[config.mk]
export PLATFORM = sky130hd
export DESIGN_NAME = wb_port_arbiter
export DESIGN_NICKNAME = d
export VERILOG_FILES = /design/src/rtl/wb_port_arbiter.sv
export SDC_FILE = /design/constraint.sdc
export NUM_CORES = 1
export LEC_CHECK = 0
export CAP_MARGIN = 30
export CORE_ASPECT_RATIO = 1.5
export CORE_MARGIN = 3
export CORE_UTILIZATION = 55
export DETAILED_ROUTE_END_ITERATION = 12
export DONT_BUFFER_PORTS = 1
export GPL_ROUTABILITY_DRIVEN = 0
export PLACE_DENSITY = 0.76
export SYNTH_ARGS = -nofsm -noshare
export SYNTH_HDL_FRONTEND = slang
export SYNTH_SLANG_ARGS = --single-unit
export TNS_END_PERCENT = 1
[constraint.sdc]
create_clock -name clk -period 4.43 [get_ports clk]
set_input_delay 0.886 -clock clk [delete_from_list [all_inputs] [get_ports clk]]
set_output_delay 0.886 -clock clk [all_outputs]
set_load 0.005 [all_outputs]
[src/rtl/wb_port_arbiter.sv]
// Writeback arbiter for the register-file write port: ALU results take priority,
// long-latency results queue in a small FIFO and drain when the ALU leaves the port free.
module wb_port_arbiter #(
  parameter int bit_size     = 32,
  parameter int DEPTH        = 4,
  parameter int STARVE_LIMIT = 8
) (
  input  logic                clk,
  input  logic                rst,
  input  logic                alu_valid,
  input  logic [4:0]          alu_addr,
  input  logic [bit_size-1:0] alu_data,
  input  logic                lu_valid,
  output logic                lu_ready,
  input  logic [4:0]          lu_addr,
  input  logic [bit_size-1:0] lu_data,
  output logic                RegWrite,
  output logic [4:0]          Write_addr,
  output logic [bit_size-1:0] Write_data,
  output logic [31:0]         pending_mask,
  output logic                stall_req
);

  localparam int PTR_W  = (DEPTH > 1) ? $clog2(DEPTH) : 1;
  localparam int CNT_W  = $clog2(DEPTH + 1);
  localparam int WAIT_W = $clog2(STARVE_LIMIT + 1);

  logic [4:0]          addr_q [DEPTH];
  logic [bit_size-1:0] data_q [DEPTH];
  logic [PTR_W-1:0]    wr_ptr, rd_ptr;
  logic [CNT_W-1:0]    count;
  logic [WAIT_W-1:0]   wait_cnt;

  logic full, empty, alu_win, push, pop;

  assign full     = (count == CNT_W'(DEPTH));
  assign empty    = (count == '0);
  assign lu_ready = !full;
  // A $0 long-latency result completes its handshake but is dropped here.
  assign push     = lu_valid && !full && (lu_addr != 5'd0);
  assign alu_win  = alu_valid && (alu_addr != 5'd0);
  assign pop      = !alu_win && !empty;
  assign stall_req = (wait_cnt == WAIT_W'(STARVE_LIMIT));

  // An entry is live when its distance from the read pointer is below count.
  always_comb begin
    pending_mask = '0;
    for (int i = 0; i < DEPTH; i++) begin
      if (CNT_W'(PTR_W'(PTR_W'(i) - rd_ptr)) < count)
        pending_mask[addr_q[i]] = 1'b1;
    end
  end

  // NOTE: the FIFO storage has no reset; liveness comes from count/pointers, so
  // stale contents are never observed and the arrays can map to plain flops/RAM.
  always_ff @(posedge clk) begin
    if (push) begin
      addr_q[wr_ptr] <= lu_addr;
      data_q[wr_ptr] <= lu_data;
    end
  end

  // NOTE: sequential state uses non-blocking assignments so every register
  // samples the pre-edge values regardless of statement order.
  always_ff @(posedge clk or negedge rst) begin
    if (!rst) begin
      wr_ptr   <= '0;
      rd_ptr   <= '0;
      count    <= '0;
      wait_cnt <= '0;
    end else begin
      if (push) wr_ptr <= wr_ptr + PTR_W'(1);
      if (pop)  rd_ptr <= rd_ptr + PTR_W'(1);
      if (push && !pop)      count <= count + CNT_W'(1);
      else if (!push && pop) count <= count - CNT_W'(1);
      if (empty || pop)      wait_cnt <= '0;
      else if (!stall_req)   wait_cnt <= wait_cnt + WAIT_W'(1);
    end
  end

  always_ff @(posedge clk or negedge rst) begin
    if (!rst) begin
      RegWrite   <= 1'b0;
      Write_addr <= '0;
      Write_data <= '0;
    end else if (alu_win) begin
      RegWrite   <= 1'b1;
      Write_addr <= alu_addr;
      Write_data <= alu_data;
    end else if (pop) begin
      RegWrite   <= 1'b1;
      Write_addr <= addr_q[rd_ptr];
      Write_data <= data_q[rd_ptr];
    end else begin
      // Address and data hold so an idle port does not toggle the write bus.
      RegWrite <= 1'b0;
    end
  end

endmodule

==> flow_summary.ini <==
[status]
outcome = complete, no violations

[floorplanning]
core_area_sq_um = 15700
die_w_microns = 110
fp.dieH_microns = 161
ios = 150
start_util_pct = 56.3
fp.dieArea_sq_um = 17700
placementRows = 56

[global_routing]
grt_pass1_vias = 5639
gr-total-overflow = 0
track_usage_pct = 23.1
antenna_found_initial = 0
grt_start_max_net_pins = 81
grt_pass1_wl_mm = 30.8

[yosys]
synth.avg_cell_area_sq_um = 14.2
yosysWarnings = 0
yosysSeqAreaShare_pct = 64.1
synth_nets = 712
synth_common_cells = edfxtp_1 (148), nand2_1 (83), nor2_1 (51)
yosysUniqueCellTypes = 49
netlist_area_sq_um = 8840
yosysMostFrequentCell = edfxtp_1
synth_edf_count = 148
synth_cells = 622
synthTopCellsByArea = edfxtp_1 (50%), dfrtp_1 (14%), mux4_2 (9.4%)
yosysTopAreaCellShare_pct = 50.3
synthArstFlopShare_pct = 24.9
yosys.area.top_type = edfxtp_1
ys_ff_latch = 197
ys.flop_type = edfxtp_1

[clock_tree]
cts_tree = done
post_cts_resized = 0
cts-buffers-inserted = 17
cts.sinks = 197
clkLatencyLatePin_ns = 0.42
cts_max_level = 4
cts.path.max_buffers = 2
clk_pin_slew_ns = 0.08
cts_setup_buffers = 0
hold_buffers = 0
cts_root_buf = clkbuf_16

[timing]
fin_crit_ns = 3.91
timing.slew.headroom_pct = 38.2
fin_skew_ns = 0.0130
clock.fmax_mhz = 256
grt_setup_unrepaired = false
final_max_slew_viol_count = 0
setup_ws_ns = 0.522
fin_tns_setup_ns = 0
final_hold_viol_count = 0
tightest_slew_ns = 0.924
setup_viol = 0
post-route-period-util_pct = 88.2

[detailed_routing]
drc = 0
firstDrtPassIters = 9
vias_per_cell = 6.64
ant_nets = 0
vias = 5523
drt_wl_total_mm = 19.9
routedWlPerCell_microns = 23.9
drtIter0Drc = 610

[power]
power_switching_uw = 2180
p_int_uw = 4040
clockPowerShare_pct = 23.5
combPwrFrac_pct = 31.5
vdd_drop_max_mv = 0.375
powerDensity_nw_per_um2 = 645
leakagePower_uw = 0.00330
seqPwrFrac_pct = 45.0
power_uw = 6220
swShare_pct = 35.0

[placement]
place_inst = 800
dp.final_hpwl_mm = 13.7
io_buffers = 0
dp_slack_ns = 1.05

[setup_path]
required_ns = 3.54
crit_start = rd_ptr[1]
crit_fanout = 21
crit_type = reg2out
r2r_start = count[0]
end_kind = output port
cp-start-kind = flop
arrival_ns = 3.02

[layout]
drive_above_1_share_pct = 15.3
layout.nets = 706
antennaDiodeCount = 0
syn_to_final_growth_pct = 9.07
finalNonFillerCells = 832

[hold_path]
hp-class = in2async

[run]
drv_cap = 0
-- power by group through the flow --
stage | Clock [uW] | Sequential [uW] | Combinational (uW)
2_1_floorplan | 0 | 2670 | 1560
3_3_place_gp | 0 | 2820 | 1850
3_5_place_dp | 0 | 2840 | 1970
4_1_cts | 1490 | 2800 | 1970
5_1_grt | 1560 | 2860 | 2150
6_report | 1460 | 2800 | 1960
-- per-layer routing --
layer,GRT usage (%),wire length [microns],up-vias
met5,0,0,-
met2,39.9,10500,282
met1,27.4,7410,2757
met3,5.60,1350,61
li1,-,-,2423
met4,9.25,600,0
-- sequential cells by signal (all words and copies together) (netlist names) --
signal,flops
Write_addr,5
addr_q,20
data_q,128
count,3
wr_ptr,2
Write_data,32
RegWrite,1
rd_ptr,2
wait_cnt,4
-- critical path: stages (launching register included) --
cell	delay, ns
dfrtp_2	0.74
xor2_1	0.23
ha_1	0.25
nor2b_1	0.16
a2111oi_1	0.89
nand2_1	0.17
o211ai_1	0.16
-- through the flow --
step / instance area (sq um) / hold WS [ns] / utilization, %
floorplan: 8840 / 0.506 / -
global placement: 9000 / 0.521 / 57.3
detailed placement: 9080 / 0.538 / 57.8
CTS: 9650 / 0.132 / 61.5
global route: 9650 / 0.120 / 61.5
finish: 9650 / 0.147 / 61.5
-- worst paths after layout --
check / depth (start not counted) / slack, ns / to
setup reg to reg: 8 / 1.52 / count[2]
setup / recovery: 6 / 0.52 / pending_mask[16]
max in group asynchronous: 0 / 4.16 / rd_ptr[1]
hold reg to reg: 2 / 0.55 / Write_addr[4]
hold / removal: 0 / 0.15 / Write_data[7]
min in group clk: 2 / 0.55 / Write_addr[4]
-- cell families (layout without fill, tap and decap cells) --
kind of cell | count (synthesis) | count (layout) | synth area share (%)
xor+xnor | 10 | 10 | 0.990
fa+ha+maj | 12 | 12 | 1.78
compound gates | 117 | 117 | 10.6
simple gates | 199 | 199 | 10.5
buf+inv | 47 | 54 | 2.25
mux | 40 | 40 | 9.79
flops | 197 | 197 | 64.1
-- layout by cell type, fill, tap and decap left out, types with 9 or more instances in the layout --
cell type	n
mux4_2	37
nand3_1	11
nor2b_1	10
edfxtp_1	148
clkbuf_16	17
a31oi_1	35
ha_1	11
nor2_1	51
o22ai_1	26
a221o_1	26
nand2_1	83
inv_1	14
dfrtp_1	47
nand2b_1	9
-- final cells by class --
type / instances / area [sq um]
Clock buffer: 18 / 429
Clock inverter: 14 / 140
Inverter: 14 / 52.6
Multi-Input combinational cell: 378 / 2990
Tap cell: 203 / 254
Sequential cell: 197 / 5670
Timing Repair Buffer: 8 / 110
Fill cell: 1149 / 6050
Power figures use the tool's default switching activity.
